### config.mk
export PLATFORM = sky130hd
export DESIGN_NAME = partition_sequencer
export DESIGN_NICKNAME = d
export VERILOG_FILES = /design/src/rtl/partition_sequencer.sv
export SDC_FILE = /design/constraint.sdc
export NUM_CORES = 1
export LEC_CHECK = 0
export BUFFER_PORTS_ARGS = -buffer_cell sky130_fd_sc_hd__buf_2
export CAP_MARGIN = 20
export CORE_MARGIN = 5
export CORE_UTILIZATION = 28
export DETAILED_ROUTE_END_ITERATION = 8
export PLACE_DENSITY = 0.57
export SETUP_SLACK_MARGIN = 0.4
export SLEW_MARGIN = 30
export SYNTH_ARGS = -nofsm -noshare
export SYNTH_HDL_FRONTEND = slang
export SYNTH_SLANG_ARGS = --single-unit
### constraint.sdc
create_clock -name i_clk -period 3.55 [get_ports i_clk]
set_input_delay 0.71 -clock i_clk [delete_from_list [all_inputs] [get_ports i_clk]]
set_output_delay 0.71 -clock i_clk [all_outputs]
set_load 0.01 [all_outputs]
### src/rtl/partition_sequencer.sv
// Cycle sequencer: steps the emulated clock once every participating gate has
// finished tx and rx; bounded or free-running runs, graceful stop, watchdog.
module partition_sequencer #(
  parameter int GATE_NUMBER   = 4,
  parameter int CYCLE_WIDTH   = 16,
  parameter int TIMEOUT_WIDTH = 12
) (
  input  logic                     i_clk,
  input  logic                     i_rst,
  input  logic                     i_start,
  input  logic                     i_stop,
  input  logic [CYCLE_WIDTH-1:0]   i_cycles,
  input  logic [TIMEOUT_WIDTH-1:0] i_timeout,
  input  logic [GATE_NUMBER-1:0]   i_gate_mask,
  input  logic [GATE_NUMBER-1:0]   i_tx_ready,
  input  logic [GATE_NUMBER-1:0]   i_rx_ready,
  output logic                     o_gen_sync,
  output logic                     o_tx_start,
  output logic                     o_rx_pull,
  output logic                     o_clock,
  output logic                     o_busy,
  output logic                     o_done,
  output logic                     o_timeout_err,
  output logic [GATE_NUMBER-1:0]   o_stall_gates,
  output logic [CYCLE_WIDTH-1:0]   o_cycle_count
);

  typedef enum logic [2:0] {
    S_IDLE, S_PRIME, S_WAIT, S_STEP, S_DONE, S_ERROR
  } state_t;

  state_t                   state, state_nx;
  logic [CYCLE_WIDTH-1:0]   target, count_inc;
  logic [TIMEOUT_WIDTH-1:0] wait_cnt, wait_inc;
  logic [GATE_NUMBER-1:0]   gate_ok;
  logic                     all_ready;
  logic                     start_run, clr_wait, inc_wait, step_cnt, trip;

  // A masked-out gate always counts as ready, so an empty mask never blocks.
  for (genvar g = 0; g < GATE_NUMBER; g++) begin : g_gate
    assign gate_ok[g] = (i_tx_ready[g] & i_rx_ready[g]) | ~i_gate_mask[g];
  end
  assign all_ready = &gate_ok;

  assign count_inc = o_cycle_count + CYCLE_WIDTH'(1);
  assign wait_inc  = wait_cnt + TIMEOUT_WIDTH'(1);

  always_comb begin
    state_nx   = state;
    o_gen_sync = 1'b0;
    o_tx_start = 1'b0;
    o_rx_pull  = 1'b0;
    o_clock    = 1'b0;
    o_busy     = 1'b1;
    o_done     = 1'b0;
    start_run  = 1'b0;
    clr_wait   = 1'b0;
    inc_wait   = 1'b0;
    step_cnt   = 1'b0;
    trip       = 1'b0;
    case (state)
      S_IDLE: begin
        o_gen_sync = 1'b1;
        o_busy     = 1'b0;
        if (i_start) begin
          state_nx  = S_PRIME;
          start_run = 1'b1;
        end
      end
      S_PRIME: begin
        o_tx_start = 1'b1;
        clr_wait   = 1'b1;
        state_nx   = S_WAIT;
      end
      S_WAIT: begin
        if (i_stop)          state_nx = S_DONE;
        else if (all_ready)  state_nx = S_STEP;
        else if (i_timeout != '0 && wait_inc == i_timeout) begin
          state_nx = S_ERROR;
          trip     = 1'b1;
        end else inc_wait = 1'b1;
      end
      S_STEP: begin
        o_tx_start = 1'b1;
        o_rx_pull  = 1'b1;
        o_clock    = 1'b1;
        step_cnt   = 1'b1;
        // The step in flight is always counted, even when a stop arrives now.
        if (i_stop || (target != '0 && count_inc == target)) state_nx = S_DONE;
        else begin
          state_nx = S_WAIT;
          clr_wait = 1'b1;
        end
      end
      S_DONE: begin
        o_done   = 1'b1;
        state_nx = S_IDLE;
      end
      S_ERROR: state_nx = S_IDLE;
      default: state_nx = S_IDLE;
    endcase
  end

  always_ff @(posedge i_clk) begin
    if (i_rst) begin
      state         <= S_IDLE;
      target        <= '0;
      wait_cnt      <= '0;
      o_cycle_count <= '0;
      o_timeout_err <= 1'b0;
      o_stall_gates <= '0;
    end else begin
      state <= state_nx;
      if (start_run) begin
        target        <= i_cycles;
        o_cycle_count <= '0;
        o_timeout_err <= 1'b0;
        o_stall_gates <= '0;
      end
      if (clr_wait)      wait_cnt <= '0;
      else if (inc_wait) wait_cnt <= wait_inc;
      if (step_cnt) o_cycle_count <= count_inc;
      if (trip) begin
        o_timeout_err <= 1'b1;
        o_stall_gates <= i_gate_mask & ~(i_tx_ready & i_rx_ready);
      end
    end
  end

endmodule

=== Word level (Yosys, flattened, before mapping) ===
Cells that the tools add are included.

* $add $sub $neg: 2
* $mul: 0
* Div/mod/pow operators: 0
* Magnitude comparators: 0
* Equality and inequality tests: 8
* Shift operators: 0
* Muxes and demuxes: 29
* Bitwise gates (word level): 15
* Reductions and logical operators: 12

{| class="wikitable"
|+ Operators by type and width
! cell !! number
|-
| two-way mux 16 bit || 2
|-
| two-way mux 1 bit || 18
|-
| adder 16 x 1 -> 16 bit (second input constant) || 1
|-
| equality test 16 bit || 1
|-
| nonzero test 16 bit || 1
|-
| two-way mux 3 bit || 5
|-
| adder 12 x 1 -> 12 bit (second input constant) || 1
|-
| equality test 12 bit || 1
|-
| case mux 3 bit (4 select lines) || 1
|-
| nonzero test 12 bit || 1
|-
| bitwise AND 4 bit || 2
|-
| two-way mux 4 bit || 2
|-
| equality test 3 x 2 -> 1 bit (second input constant) || 2
|-
| bitwise AND 1 bit || 4
|-
| != test 4 bit (second input constant) || 1
|-
| NOT 1 bit || 4
|-
| NOT 4 bit || 1
|-
| bitwise OR 1 bit || 4
|-
| AND reduction 4 bit || 1
|-
| nonzero test 2 bit || 2
|-
| OR reduction 2 bit || 2
|-
| equality test 3 x 1 -> 1 bit (second input constant) || 1
|-
| equality test 3 bit (second input constant) || 1
|-
| zero test 3 bit || 1
|-
| 5 further kinds || 6
|}

* Register bits: 52
* Latch bits: 0
* RAM bits: 0
* Memory bits (read-only): 0
* Input port bits: 44
* Logic and storage cells: 72
* Memories: 0

=== Longest topological paths before layout ===
* Depth after elaboration: 8
* Mapped depth: 10
* Mapped depth without buffers: 8

=== Least setup slack after synthesis ===
No wires, ideal clock.

* Kind: register -> register
* Start: register wait_cnt[0]
* End: register o_stall_gates[0]
* Library setup time: 128 ps
* Arrival time: 2355 ps
* Setup slack: 1067 ps
* Cell stages (with the launch flop): 10
* Path buffers: 1
* Path through: dfxtp_1 > ha_1 > and4_1 > clkbuf_1 > nand3_1 > mux2i_1 > o32ai_1 > nand4_1 > mux2i_1 > nor2_1

* Cells in the longest elaborated chain, start to end: 8
* Elaborated cells on any way between the ends: 9
* Those cells by class: 1 x add/sub; 1 x eq/ne; 5 x mux; 2 x reduce/logical

{| class="wikitable"
|+ Ends and longest elaborated chain
! item !! RTL line !! RTL
|-
| from (decl) || 34 || <nowiki>logic [TIMEOUT_WIDTH-1:0] wait_cnt, wait_inc;</nowiki>
|-
| from (signal assigned) || 121 || <nowiki>else if (inc_wait) wait_cnt <= wait_inc;</nowiki>
|-
| adder 12 x 1 -> 12 bit (*) || 46 || <nowiki>assign wait_inc = wait_cnt + TIMEOUT_WIDTH'(1);</nowiki>
|-
| equality test 12 bit (*) || 78 || <nowiki>else if (i_timeout != '0 && wait_inc == i_timeout) begin</nowiki>
|-
| logical AND 1 bit (*) || 78 ||
|-
| two-way mux 1 bit (*) || 78 ||
|-
| two-way mux 1 bit (*) || 77 || <nowiki>else if (all_ready) state_nx = S_STEP;</nowiki>
|-
| two-way mux 1 bit (*) || 76 || <nowiki>if (i_stop) state_nx = S_DONE;</nowiki>
|-
| two-way mux 1 bit (*) || 61 || <nowiki>case (state)</nowiki>
|-
| two-way mux 4 bit / nonzero test 2 bit (equally long branches) || - ||
|-
| to (signal assigned) || 125 || <nowiki>o_stall_gates <= i_gate_mask & ~(i_tx_ready & i_rx_ready);</nowiki>
|-
| to (decl) || 24 || <nowiki>output logic [GATE_NUMBER-1:0] o_stall_gates,</nowiki>
|}

Mark *: on every way between the ends. The rest lies on a longest branch, timed or not.
A chain may end at the register's enable or synchronous reset.

=== Worst setup path in the final report ===
* Start: register o_cycle_count[0]
* End: register wait_cnt[6]

* Cells in the longest elaborated chain, start to end: 7

{| class="wikitable"
|+ Ends and longest elaborated chain
! item !! RTL line !! RTL
|-
| from (decl) || 25 || <nowiki>output logic [CYCLE_WIDTH-1:0] o_cycle_count</nowiki>
|-
| from (signal assigned) || 122 || <nowiki>if (step_cnt) o_cycle_count <= count_inc;</nowiki>
|-
| adder 16 x 1 -> 16 bit || 45 || <nowiki>assign count_inc = o_cycle_count + CYCLE_WIDTH'(1);</nowiki>
|-
| equality test 16 bit || 89 || <nowiki>if (i_stop || (target != '0 && count_inc == target)) state_nx = S_DONE;</nowiki>
|-
| logical AND 1 bit || 89 ||
|-
| logical OR 1 bit || 89 ||
|-
| two-way mux 1 bit || 89 ||
|-
| case mux 1 bit (2 select lines) || 61 ||
|-
| OR reduction 2 bit (no source line) || - ||
|}

No other way between the ends.

==> metrics <==
worst path cell trace ha_1, nand3_1, xnor2_1, or3_1, a2111oi_4, a41oi_1, a21o_1, a21oi_1; full die area 14000 um^2; FFs w/ async S/R, synth 0; Seq cells post-synth 52; die width 118 um; Ports 71; port bufs 70; clk_lat worst skew 290 ps; status finished clean; CP arrival 3110 ps; worst hold stages 2; Yosys top cell area share 0.317; critical path class register to register; maximum root-to-sink buffer count 2; Final Skew 7.14 ps; CP Buf/Inv Count 0; RD Place Congestion 0.889; top post-synthesis cells by area dfxtp_1, xnor2_1, nand2_1; Mapped Nets 465; Routed WL 9610 um; CTS Root Cell clkbuf_16; dpl cells 611; Hold Crit Class register to register; Synth area leader dfxtp_1; largest net degree at the start of global routing 42; Synthesis Warnings 0; Worst Hold End o_timeout_err; cts hold-fix bufs 0; # resized after CTS 0; post-synthesis sequential area ratio 0.317; EDFF count, synth 0; setup ws final 652 ps; fin. max-slew vios 0; Final Hold Viols 0; Die H 118 um; H-tree levels 2; WHS 480 ps; Post-CTS Setup Inserts 0; Post-layout nets 521; number of diodes 0; Worst Tran Pin Value 904 ps; Routed wire per std cell 15.5 um; Worst EP required 3770 ps; Tot GR Track Use 0.134; layout cells sized above 1 0.202; Netlist cell types 55; RR Startpoint o_cycle_count[0]; Final period util 0.816; Slowest Stage Delay on Critical Path 470 ps; syn_area_per_cell 7.84 um^2; Tmin final 2900 ps; first-pass detailed-route iteration total 4; crit-path max FO 12; first-pass GRT wire length 15900 um; crit end category register; Initial Util 0.286; FILL cells 1197; dominant synthesized flop cell dfxtp_1; worst r2r dst wait_cnt[6]; HPWL after DPL 7330 um; # setup viols final 0; Synth-to-Final Area Change 19.3%; synthesized area 3280 um^2; Pwr Total 1.39 mW; PwrDens 354 nW/um^2; Remaining DRCs 0; CTS buffer count 5; Vias 3243; Core Box Area 11500 um^2; Vias/cell 5.24; # rows 39; DRT iter0 DRCs 211; min-delay src o_timeout_err; Setup TNS Final 0 ps; delay-heaviest family, CP compound AO/OA/AOI/OAI gates; Routed Antenna Nets 0; clk sinks 52; R2R depth 8; Reg2Reg Setup Slack 650 ps; Crit-path slowest cell dfxtp_1; RSZ-0062 raised after global routing false; Worst slew margin 0.392; CTS tree yes; fmax 345 MHz; Worst setup SP type register; cell count after synthesis 419; Clock Pin Slew Worst Setup and Hold Paths 70 ps; number of global-route vias before repair 3146; GR Overflow Total 0; Max VDD drop 0.197 mV; initial antenna violation count 0; Max-Cap Viols 0; Leakage Power 1.48 nW; Layout Cells excl Fill 619; DP Worst Slack 566 ps
-- area by class of cell --
type	instances	area [um^2]	share of cell area
sequential	52	1040	0.266
inverter	5	18.8	0.00479
multi-input combinational	338	2140	0.546
clock buffer	6	129	0.0329
tap	143	179	0.0457
timing repair buffer	73	373	0.0952
clock inverter	2	38.8	0.00990
-- layer usage --
layer / track usage / vias to the layer above / share of wire
met5: 0 / - / 0
met4: 0.0430 / 0 / 0.025
met3: 0.0234 / 16 / 0.057
met2: 0.207 / 104 / 0.45
met1: 0.189 / 1484 / 0.47
li1: - / 1639 / -
-- worst min-delay path, delay by kind of cell, from the launching register on --
kind / cells / cell delay [ps]
flops: 1 / 320
simple gates: 1 / 60
compound gates: 1 / 50
-- logic make-up (layout without fill, tap and decap cells) --
kind of cell    count (synthesis)  count (layout)  share of synthesized area
simple gates                  183             183                      0.286
compound gates                103             103                      0.214
flops                          52              52                      0.317
xor+xnor                       43              43                      0.115
buf+inv                        29              86                     0.0389
mux                             7               7                     0.0213
fa+ha+maj                       2               2                    0.00762
-- cell usage after synthesis (3+ instances only) --
master / instances
a21boi_0: 5
a21oi_1: 35
a21oi_2: 5
a22oi_1: 5
a311oi_1: 9
a31oi_1: 3
and2_1: 10
and3_1: 5
and4_1: 5
buf_2: 6
clkbuf_1: 16
dfxtp_1: 52
inv_1: 5
mux2i_1: 7
nand2_1: 57
nand2b_1: 4
nand3_1: 15
nand4_1: 6
nor2_1: 32
nor2b_1: 3
nor3_1: 7
nor4_1: 15
o21ai_0: 19
or3_1: 13
xnor2_1: 34
xor2_1: 9
-- cells in the final DEF, fill, tap and decap left out, types with 2 or more instances in the layout --
cell type / n
a21boi_0: 5
xnor2_1: 34
and4_1: 5
buf_2: 70
clkbuf_16: 5
nand4_1: 6
nor2b_1: 3
xor2_1: 9
nand2_1: 57
nor3b_1: 2
o311ai_0: 2
or4_1: 2
buf_4: 3
ha_1: 2
inv_1: 5
a311oi_1: 9
nor2_1: 32
nor4_2: 3
or3_1: 13
o21ai_0: 19
a22oi_1: 5
and3_1: 5
nand3_1: 15
nor3_1: 7
a31oi_1: 3
a21oi_2: 5
mux2i_1: 7
o31ai_1: 2
nand2b_1: 4
nor4_1: 14
a21oi_1: 35
and2_1: 10
dfxtp_1: 51
a211oi_1: 2
-- power by group --
group / total, mW / switching [mW] / internal (mW)
Combinational: 0.204 / 0.119 / 0.0850
Sequential: 0.623 / 0.0227 / 0.600
Clock: 0.561 / 0.224 / 0.336
Total: 1.39 / 0.366 / 1.02
-- worst max path at each step --
stage	start	end	slack (ps)	cells past startpoint
after floorplan	wait_cnt[0]	o_stall_gates[0]	1070	9
after global placement	wait_cnt[0]	o_stall_gates[2]	600	8
after detailed placement	wait_cnt[0]	o_stall_gates[2]	570	8
after CTS	wait_cnt[0]	o_stall_gates[2]	540	8
after global routing	o_cycle_count[4]	wait_cnt[2]	480	7
final	o_cycle_count[0]	wait_cnt[6]	650	8
-- metrics by stage --
step / cell area [um^2] / utilization
after floorplan: 3280 / -
after global placement: 3730 / 0.325
after detailed placement: 3730 / 0.325
final: 3920 / 0.342
after global routing: 3920 / 0.342
after CTS: 3890 / 0.340
-- state kept, by name, indices dropped and copies added (netlist names) --
name / cells
o_cycle_count: 16
o_stall_gates: 4
o_timeout_err: 1
state: 3
target: 16
wait_cnt: 12
Power figures use the tool's default switching activity.
